File: src/rtl/core_pkg.sv
// Core-wide constants and the fetch packet type, shared by the fetch stage and its bench.
package core_pkg;
  localparam int                XLEN     = 32;
  localparam logic [XLEN-1:0]   RESET_PC = 32'h0000_0000;
  localparam int                INSTR_W  = 32;
  localparam logic [XLEN-1:0]   PC_INC   = XLEN'(4);

  typedef struct packed {
    logic [XLEN-1:0]    pc;
    logic [INSTR_W-1:0] instr;
  } fetch_pkt_t;
endpackage

File: src/rtl/fetch_unit_if.sv
// Fetch stage boundary: redirect input, imem request/response channel, decode handshake.
interface fetch_unit_if #(parameter int XLEN = core_pkg::XLEN);
  logic                         redirect_valid;
  logic [XLEN-1:0]              redirect_pc;
  logic                         imem_req_valid;
  logic                         imem_req_ready;
  logic [XLEN-1:0]              imem_req_addr;
  logic                         imem_rsp_valid;
  logic [core_pkg::INSTR_W-1:0] imem_rsp_data;
  logic                         if_valid;
  logic                         if_ready;
  logic [XLEN-1:0]              if_pc;
  logic [core_pkg::INSTR_W-1:0] if_instr;

  modport master (
    input  redirect_valid, redirect_pc, imem_req_ready, imem_rsp_valid, imem_rsp_data, if_ready,
    output imem_req_valid, imem_req_addr, if_valid, if_pc, if_instr
  );
  modport slave (
    output redirect_valid, redirect_pc, imem_req_ready, imem_rsp_valid, imem_rsp_data, if_ready,
    input  imem_req_valid, imem_req_addr, if_valid, if_pc, if_instr
  );
endinterface

File: src/rtl/fetch_unit_sync_fifo.sv
// Small synchronous FIFO with occupancy count and a single-cycle clear.
module sync_fifo #(
  parameter  int WIDTH = 8,
  parameter  int DEPTH = 4,
  localparam int CW    = $clog2(DEPTH) + 1
) (
  input  logic             clk,
  input  logic             rst,
  input  logic             clr,
  input  logic             push,
  input  logic [WIDTH-1:0] push_data,
  input  logic             pop,
  output logic [WIDTH-1:0] pop_data,
  output logic [CW-1:0]    count,
  output logic             empty,
  output logic             full
);
  localparam int AW = $clog2(DEPTH);

  logic [WIDTH-1:0] mem [DEPTH];
  logic [AW-1:0]    wr_ptr, rd_ptr;
  logic             do_push, do_pop;

  assign empty    = (count == '0);
  assign full     = (count == CW'(DEPTH));
  assign do_push  = push && !full;
  assign do_pop   = pop && !empty;
  assign pop_data = mem[rd_ptr];

  always_ff @(posedge clk) begin
    if (rst || clr) begin
      wr_ptr <= '0;
      rd_ptr <= '0;
      count  <= '0;
    end else begin
      if (do_push) wr_ptr <= wr_ptr + 1'b1;
      if (do_pop)  rd_ptr <= rd_ptr + 1'b1;
      count <= count + CW'(do_push) - CW'(do_pop);
    end
  end

  always_ff @(posedge clk) begin
    if (do_push && !clr) mem[wr_ptr] <= push_data;
  end
endmodule

File: src/rtl/fetch_unit.sv
// Instruction fetch: credit-limited imem requests, in-order prefetch buffer, redirect with stale-response drop.
module fetch_unit #(
  parameter int              XLEN      = core_pkg::XLEN,
  parameter logic [XLEN-1:0] RESET_PC  = core_pkg::RESET_PC,
  parameter int              BUF_DEPTH = 4
) (
  input  logic          clk,
  input  logic          rst,
  fetch_unit_if.master  bus
);
  import core_pkg::fetch_pkt_t, core_pkg::PC_INC;

  localparam int CW = $clog2(BUF_DEPTH) + 1;

  logic [XLEN-1:0] pc_q, pend_pc;
  logic [CW-1:0]   outstanding_q, drop_q, buf_count, pend_count;
  logic            issue, rsp, fwd, pop_out;
  logic            buf_empty, buf_full, pend_empty, pend_full;
  fetch_pkt_t      pkt_in, head;

  // Credit covers both in-flight requests and buffered results, so the buffer can never overflow.
  assign bus.imem_req_valid = !rst && !bus.redirect_valid &&
                              (({1'b0, outstanding_q} + {1'b0, buf_count}) < (CW+1)'(BUF_DEPTH));
  assign bus.imem_req_addr  = pc_q;
  assign issue   = bus.imem_req_valid && bus.imem_req_ready;
  assign rsp     = bus.imem_rsp_valid;
  assign fwd     = rsp && (drop_q == '0) && !bus.redirect_valid;
  assign pop_out = !buf_empty && bus.if_ready && !bus.redirect_valid;
  assign pkt_in  = '{pc: pend_pc, instr: bus.imem_rsp_data};

  assign bus.if_valid = !buf_empty;
  assign bus.if_pc    = head.pc;
  assign bus.if_instr = head.instr;

  always_ff @(posedge clk) begin
    if (rst) begin
      pc_q          <= RESET_PC;
      outstanding_q <= '0;
      drop_q        <= '0;
    end else begin
      if (bus.redirect_valid) pc_q <= {bus.redirect_pc[XLEN-1:2], 2'b00};
      else if (issue)         pc_q <= pc_q + PC_INC;
      outstanding_q <= outstanding_q + CW'(issue) - CW'(rsp);
      // Everything still in flight at a redirect is stale, including a response landing this cycle.
      if (bus.redirect_valid)      drop_q <= outstanding_q - CW'(rsp);
      else if (rsp && drop_q != '0) drop_q <= drop_q - CW'(1);
    end
  end

  sync_fifo #(.WIDTH(XLEN), .DEPTH(BUF_DEPTH)) u_pend (
    .clk(clk), .rst(rst), .clr(1'b0),
    .push(issue), .push_data(pc_q), .pop(rsp), .pop_data(pend_pc),
    .count(pend_count), .empty(pend_empty), .full(pend_full)
  );

  sync_fifo #(.WIDTH($bits(fetch_pkt_t)), .DEPTH(BUF_DEPTH)) u_obuf (
    .clk(clk), .rst(rst), .clr(bus.redirect_valid),
    .push(fwd), .push_data(pkt_in), .pop(pop_out), .pop_data(head),
    .count(buf_count), .empty(buf_empty), .full(buf_full)
  );

  a_buf_overflow: assert property (@(posedge clk) disable iff (rst) !(fwd && buf_full));
  a_pend_overflow: assert property (@(posedge clk) disable iff (rst) !(issue && pend_full));
  a_rsp_unexpected: assert property (@(posedge clk) disable iff (rst) !(rsp && pend_empty));
  a_pend_tracks: assert property (@(posedge clk) disable iff (rst) pend_count == outstanding_q);
endmodule

File: src/flat_wrapper.sv
// flat-port wrapper written by rule: the top's interface ports become plain ports
module fetch_unit_flat import core_pkg::fetch_pkt_t, core_pkg::PC_INC;
#(
  parameter int              XLEN      = core_pkg::XLEN,
  parameter logic [XLEN-1:0] RESET_PC  = core_pkg::RESET_PC,
  parameter int              BUF_DEPTH = 4
)
  (clk, rst, bus_redirect_valid, bus_redirect_pc, bus_imem_req_ready, bus_imem_rsp_valid, bus_imem_rsp_data, bus_if_ready, bus_imem_req_valid, bus_imem_req_addr, bus_if_valid, bus_if_pc, bus_if_instr);
  fetch_unit_if #(.XLEN(XLEN)) bus_i ();
  input  logic clk;
  input  logic rst;
  input wire logic [$bits(bus_i.redirect_valid)-1:0] bus_redirect_valid;
  input wire logic [$bits(bus_i.redirect_pc)-1:0] bus_redirect_pc;
  input wire logic [$bits(bus_i.imem_req_ready)-1:0] bus_imem_req_ready;
  input wire logic [$bits(bus_i.imem_rsp_valid)-1:0] bus_imem_rsp_valid;
  input wire logic [$bits(bus_i.imem_rsp_data)-1:0] bus_imem_rsp_data;
  input wire logic [$bits(bus_i.if_ready)-1:0] bus_if_ready;
  output wire logic [$bits(bus_i.imem_req_valid)-1:0] bus_imem_req_valid;
  output wire logic [$bits(bus_i.imem_req_addr)-1:0] bus_imem_req_addr;
  output wire logic [$bits(bus_i.if_valid)-1:0] bus_if_valid;
  output wire logic [$bits(bus_i.if_pc)-1:0] bus_if_pc;
  output wire logic [$bits(bus_i.if_instr)-1:0] bus_if_instr;
  assign bus_i.redirect_valid = bus_redirect_valid;
  assign bus_i.redirect_pc = bus_redirect_pc;
  assign bus_i.imem_req_ready = bus_imem_req_ready;
  assign bus_i.imem_rsp_valid = bus_imem_rsp_valid;
  assign bus_i.imem_rsp_data = bus_imem_rsp_data;
  assign bus_i.if_ready = bus_if_ready;
  assign bus_imem_req_valid = bus_i.imem_req_valid;
  assign bus_imem_req_addr = bus_i.imem_req_addr;
  assign bus_if_valid = bus_i.if_valid;
  assign bus_if_pc = bus_i.if_pc;
  assign bus_if_instr = bus_i.if_instr;
  fetch_unit #(.XLEN(XLEN), .RESET_PC(RESET_PC), .BUF_DEPTH(BUF_DEPTH)) u_core (.clk(clk), .rst(rst), .bus(bus_i));
endmodule
File: config.mk
export PLATFORM = sky130hd
export DESIGN_NAME = fetch_unit_flat
export DESIGN_NICKNAME = d
export VERILOG_FILES = /design/src/rtl/core_pkg.sv /design/src/rtl/fetch_unit_if.sv /design/src/rtl/fetch_unit_sync_fifo.sv /design/src/rtl/fetch_unit.sv /design/src/flat_wrapper.sv
export SDC_FILE = /design/constraint.sdc
export NUM_CORES = 1
export LEC_CHECK = 0
export BUFFER_PORTS_ARGS = -buffer_cell sky130_fd_sc_hd__buf_4
export CORE_MARGIN = 2
export CORE_UTILIZATION = 53
export CTS_BUF_LIST = sky130_fd_sc_hd__clkbuf_8 sky130_fd_sc_hd__clkbuf_16
export CTS_CLUSTER_DIAMETER = 200
export DETAILED_ROUTE_END_ITERATION = 10
export PLACE_DENSITY = 0.76
export SLEW_MARGIN = 10
export SYNTH_ARGS = -nofsm -noshare
export SYNTH_HDL_FRONTEND = slang
export SYNTH_HIERARCHICAL = 1
export SYNTH_SLANG_ARGS = --single-unit
File: constraint.sdc
create_clock -name clk -period 6.9 [get_ports clk]
set_clock_uncertainty 0.1 [all_clocks]
set_input_delay 0.345 -clock clk [delete_from_list [all_inputs] [get_ports clk]]
set_output_delay 0.345 -clock clk [all_outputs]
set_load 0.005 [all_outputs]
==> Yosys cells after proc, flatten, opt, wreduce, memory -nomap -nowiden <==
Memory sizes are Yosys's and may differ from the RTL's. A register that Yosys moved wholly into a read port is not among the register bits.
Index checks and enable logic that the tools add are counted.
{ "word_totals": {"mem_bits_ro": 0, "elab_cells": 68, "output_inout_bits": 98, "in_bits": 70, "latchBits": 0, "n_memories": 2, "ramBits": 384, "regBits": 52} }
{ "mem_list": {"columns": ["memory", "words", "width", "rd", "rd_clocked_by_memory_dff", "write_ports", "line", "text"], "rows": [
  ["u_core.u_obuf.mem", 4, 64, 1, 1, 1, "fetch_unit_sync_fifo.sv:20", "logic [WIDTH-1:0] mem [DEPTH];"],
  ["u_core.u_pend.mem", 4, 32, 1, 1, 1, "fetch_unit_sync_fifo.sv:20", null]
]} }
{ "classes": {"div_mod_pow": 0, "n_reduce_logical": 27, "bitwise": 0, "magnitude_cmp": 1, "add_sub_neg": 14, "mux": 12, "shifts": 0, "eq_ne": 2, "mul": 0} }
{ "ops": {"columns": ["operator", "n"], "rows": [
  ["32-bit 2-to-1 mux", 2],
  ["32-bit by 3-bit adder with 32-bit output (second input constant)", 1],
  ["1-bit logical AND", 13],
  ["3-bit by 1-bit subtractor with 3-bit output", 4],
  ["3-bit by 1-bit adder with 3-bit output", 3],
  ["3-bit zero test", 3],
  ["2-bit by 1-bit adder with 2-bit output (second input constant)", 4],
  ["2-bit 2-to-1 mux", 4],
  ["3-bit == test (second input constant)", 2],
  ["1-bit zero test", 6],
  ["3-bit 2-to-1 mux", 2],
  ["3-bit by 3-bit adder with 4-bit output", 1],
  ["4-bit by 3-bit < comparator with 1-bit output (second input constant)", 1],
  ["1-bit 2-to-1 mux", 4],
  ["2-bit nonzero test", 2],
  ["3-bit nonzero test", 1],
  ["3-bit by 1-bit subtractor with 3-bit output (second input constant)", 1],
  ["2-bit OR reduction", 1],
  ["1-bit logical OR", 1]
]} }

==> Depth between registers and ports, before layout <==
{ "logic_depth": {"depth_word": 7, "mapped_depth": 15} }

==> Cells and area by module <==
The synthesis kept the hierarchy.
{ "by_module_without_submodules": {"columns": ["mod", "n_inst", "area_per_inst_um2", "cells_each"], "rows": [
  ["sync_fifo at u_core.u_obuf", 1, 9796.9, 384],
  ["sync_fifo at u_core.u_pend", 1, 5149.9, 217],
  ["fetch_unit", 1, 2332.2, 297]
]} }

==> Worst setup path before layout <==
Ideal clock, no wire load.
{ "synth_path": {"path_kind": "input to register", "startpoint": "input bus_redirect_valid", "endpoint": "memory u_core/u_obuf/mem[2][0] (netlist bit), enable pin", "t_arrival_ns": 5.901, "stages": 7, "setup_slack_ns": 0.321, "path_cell_list": "buf_2 -> inv_1 -> clkbuf_1 -> and4_1 -> nand2b_1 -> buf_4 -> nor3b_1"} }
{ "synth_via": {"elab_chain_cells": 6} }
{ "synth_lines": {"columns": ["item", "line", "text"], "rows": [
  ["start, declared", "flat_wrapper.sv:12", "input wire logic [$bits(bus_i.redirect_valid)-1:0] bus_redirect_valid;"],
  ["1-bit zero test", "fetch_unit.sv:27", "assign fwd = rsp && (drop_q == '0) && !bus.redirect_valid;"],
  ["1-bit logical AND", "fetch_unit.sv:27", null],
  ["net u_core.fwd", "fetch_unit.sv:17", "logic issue, rsp, fwd, pop_out;"],
  ["1-bit logical AND", "fetch_unit_sync_fifo.sv:26", "assign do_push = push && !full;"],
  ["1-bit logical AND", "fetch_unit_sync_fifo.sv:43", "if (do_push && !clr) mem[wr_ptr] <= push_data;"],
  ["1-bit 2-to-1 mux", "fetch_unit_sync_fifo.sv:43", null],
  ["1-bit 2-to-1 mux (not written as such)", "fetch_unit_sync_fifo.sv:43", null],
  ["end, declared", "fetch_unit_sync_fifo.sv:20", null]
]} }
The timed path passes the listed nets, and every way through them passes these cells.

==> Final worst setup path <==
{ "layout_path": {"startpoint": "register u_core.u_obuf.count[2]", "endpoint": "register u_core.u_pend.count[2]"} }
{ "layout_via": {"elab_chain_cells": 7} }
{ "layout_lines": {"columns": ["item", "line", "text"], "rows": [
  ["start, declared", "fetch_unit_sync_fifo.sv:14", "output logic [CW-1:0] count,"],
  ["start signal, assigned", "fetch_unit_sync_fifo.sv:38", "count <= count + CW'(do_push) - CW'(do_pop);"],
  ["3-bit by 3-bit adder with 4-bit output", "fetch_unit.sv:23", "(({1'b0, outstanding_q} + {1'b0, buf_count}) < (CW+1)'(BUF_DEPTH));"],
  ["4-bit by 3-bit < comparator with 1-bit output", "fetch_unit.sv:23", null],
  ["1-bit logical AND", "fetch_unit.sv:22", "assign bus.imem_req_valid = !rst && !bus.redirect_valid &&"],
  ["1-bit logical AND", "fetch_unit.sv:25", "assign issue = bus.imem_req_valid && bus.imem_req_ready;"],
  ["1-bit logical AND", "fetch_unit_sync_fifo.sv:26", null],
  ["3-bit by 1-bit adder with 3-bit output", "fetch_unit_sync_fifo.sv:38", null],
  ["3-bit by 1-bit subtractor with 3-bit output", "fetch_unit_sync_fifo.sv:38", null],
  ["end signal, assigned", "fetch_unit_sync_fifo.sv:38", null],
  ["end, declared", "fetch_unit_sync_fifo.sv:14", null]
]} }
No other way between the ends.
A chain may end at the register's enable or synchronous reset.

==> run metrics <==
status=finished clean; I/O Buffers=163; Flop pwr share=54.5%; hold_sp=bus_redirect_pc[31]; most common cell after layout, fill and taps aside=edfxtp_1; # setup viols final=0; Ant. Diodes=0; Overall Power=5.45 mW; final design utilization=64.2%; Int Pwr=4.32 mW; PD cells=263 nW/um^2; fin crit period=3780 ps; Post-Synth Simple-Gate Area=5.56%; post-CTS resize count=0; count of different cell masters after synthesis=57; Clk pin slew, worst setup/hold paths=60 ps; CTS H-tree depth=2; Synth Register Bits=438; Worst-Skew Late Latency=540 ps; most used cell, CP=ha_1; Synth Area in Compound Gates=3.10%; fmax=0.264 GHz; required time at the worst-slack endpoint=7200 ps; starting density of the core=53.5%; Pleak=6.98 nW; Sink Count=438; DR vias/cell=5.71; Rows=66; GPL Wtd Cong=0.839; Hold Vio Cnt, Final=0; Worst setup SP type=register; max_cap viols=0; Hold WC Path Type=in2reg; Final Cycle Share=54.8%; core footprint=32300 um^2; die height=185 um; top cells by area, synth=edfxtp_1 (67%), mux4_2 (12%), dfxtp_1 (6.3%); crit path cell chain=ha_1, nor4_4, nand4_4, inv_2, nand2b_1, ha_1, inv_1, ha_1, fa_1, xnor2_1, xnor2_1, nor3_1; slowest cell on the critical path=inv_2; Clock power frac=40.3%; worst-path maximum fanout=27; headroom to the max-slew limit=26.8%; dpl ws=3010 ps; Worst Path Buf+Inv=2; Detail Route Antenna Nets=0; max-slew violations=0; dpl hpwl=19.5 mm; final WL=33.8 mm; first-pass GRT wire length=52.1 mm; register area share after synthesis=73.0%; Worst VDD drop=173 uV; mux contribution to synthesized area=13.2%; initial antenna violation count=0; Crit Path Category=reg2reg; Num CTS Buffers=44; CP Capture Type=register; TritonCTS clock tree=built; post-synth top area share=66.7%; grt ovf=0; full die area=34100 um^2; CTS Root Cell=clkbuf_16; vias in the first global route=9267; syn_area_per_cell=19.2 um^2; Initial DRC Count=773; Residual DRC=0; Total GRT Usage=20.3%; RR Startpoint=u_core/u_obuf/count[2]; synth warn=6; number of fill cells in the layout=2193; sw frac=20.8%; Slew @ Worst Pin=1090 ps; dominant cell type by area after synthesis=edfxtp_1; NetSw=1.13 mW; RSZ-0062 raised after global routing=false; delay-heaviest family, CP=adder cells; Worst Setup Slack, final=3120 ps; First-pass DRT Iterations=5; largest family of logic cells by synthesized area=multiplexers; CP max stage delay=510 ps; nets=1228; Die X=185 um; most frequent cells in the layout=edfxtp_1 (384), buf_4 (174), mux4_2 (90); origin of the worst setup path=u_core/u_obuf/count[2]; Logic pwr share=5.2%; # IOs=168; Netlist Area Pre-Place=17300 um^2; Synth-to-Final Area Change=19.9%; vias after detailed routing=9199; Worst EP arrival=4080 ps; CTS Buffer Depth=3; cell count after synthesis=898; largest net degree at the start of global routing=65; ratio of cells with drive above 1 in the final layout=30.1%; WL/cell=21.0 um; XOR/XNOR Fraction of Synth Area=0.608%; TNS Setup=0 ps; Post-Synth Adder-Cell Area=1.87%
cells in the mapped netlist (all sizes together):
master     n
nor3      13
fa         3
and3       9
nand3     13
o311ai     4
xor2       4
nand2b     3
a32oi      5
a2bb2oi    1
clkbuf    14
a21oi     18
o21ai     17
nand4     13
nor4       5
nand4b     1
ha        21
o41a       1
mux2i      9
a31oi     12
a21boi     1
or3        6
a211oi     5
and2       8
buf       30
edfxtp   384
xnor2      8
nor2      26
and4       3
o211ai    10
nor2b      3
or2        2
or4        5
conb       1
a41oi      5
nand2     48
a311oi     1
nor3b     10
dfxtp     54
o31a       1
inv       25
mux4      96
flip-flops by register name, summed over array words and instances (netlist names), named ones only:
name	count
u_core/bus.imem_req_addr	30
u_core/drop_q	3
u_core/u_obuf/wr_ptr	2
u_core/u_pend/rd_ptr	2
u_core/u_pend/count	3
u_core/outstanding_q	3
u_core/u_pend/wr_ptr	2
u_core/u_pend/mem	128
u_core/u_obuf/rd_ptr	2
u_core/u_obuf/count	3
u_core/u_obuf/mem	256
per-layer routing:
layer	vias to the layer above	wire (um)	track usage [%]
met2	383	16500	33.3
met5	-	0	0
met1	4651	14300	28.4
met4	0	705	5.63
met3	56	2330	3.44
li1	4109	-	-
kinds of logic (layout without fill, tap and decap cells):
family                   Yosys count  after routing
flip-flops                       438            438
AND/OR/NAND/NOR                  168            168
multiplexers                     105            105
AO/OA/AOI/OAI                     81             81
buffers and inverters             69            330
adder cells (fa/ha/maj)           24             24
XOR/XNOR                          12             12
other                              1             11
worst reg2reg max path, delay by kind of cell, from the launching register on:
family | cells | cell delay, ps
XOR/XNOR | 2 | 310
AND/OR/NAND/NOR | 4 | 1020
flip-flops | 1 | 410
adder cells (fa/ha/maj) | 4 | 1230
buffers and inverters | 2 | 570
path summary, 6_finish.rpt:
kind                            slack (ps)  cells after the start                      endpoint
worst max-delay path                  3120                     12        u_core/u_pend/count[2]
worst min register to register         390                      2                      register
worst min-delay path                    10                      3  u_core/bus.imem_req_addr[31]
worst max register to register        3120                     12        u_core/u_pend/count[2]
cell type report:
class / count / area (um^2) / area share [%]
Tap cell: 442 / 553 / 2.67
Timing Repair Buffer: 224 / 1810 / 8.72
Clock inverter: 32 / 189 / 0.912
Sequential cell: 438 / 12600 / 60.9
Inverter: 25 / 93.8 / 0.453
Multi-Input combinational cell: 401 / 4280 / 20.7
Clock buffer: 49 / 1170 / 5.65
metrics by stage:
stage | hold slack, ps | instance area, um^2 | instances
after floorplan | 322 | 17300 | 908
after global placement | 378 | 18900 | 1480
after detailed placement | 386 | 18900 | 1480
after CTS | 1.45 | 20700 | 1611
after global routing | 2.95 | 20700 | 1611
final | 12.8 | 20700 | 1611
power groups by stage:
stage	sequential [mW]	clock, mW	combinational, mW
finish	2.97	2.20	0.281
global route	2.98	2.36	0.309
CTS	2.97	2.25	0.282
detailed placement	3.03	0	0.257
global placement	3.03	0	0.251
floorplan	3.02	0	0.147
timing repair:
item	in CTS	in global routing
buffers inserted	0	0
endpoints found under the hold margin	146	0
hold buffers	50	0
Power figures use the tool's default switching activity.
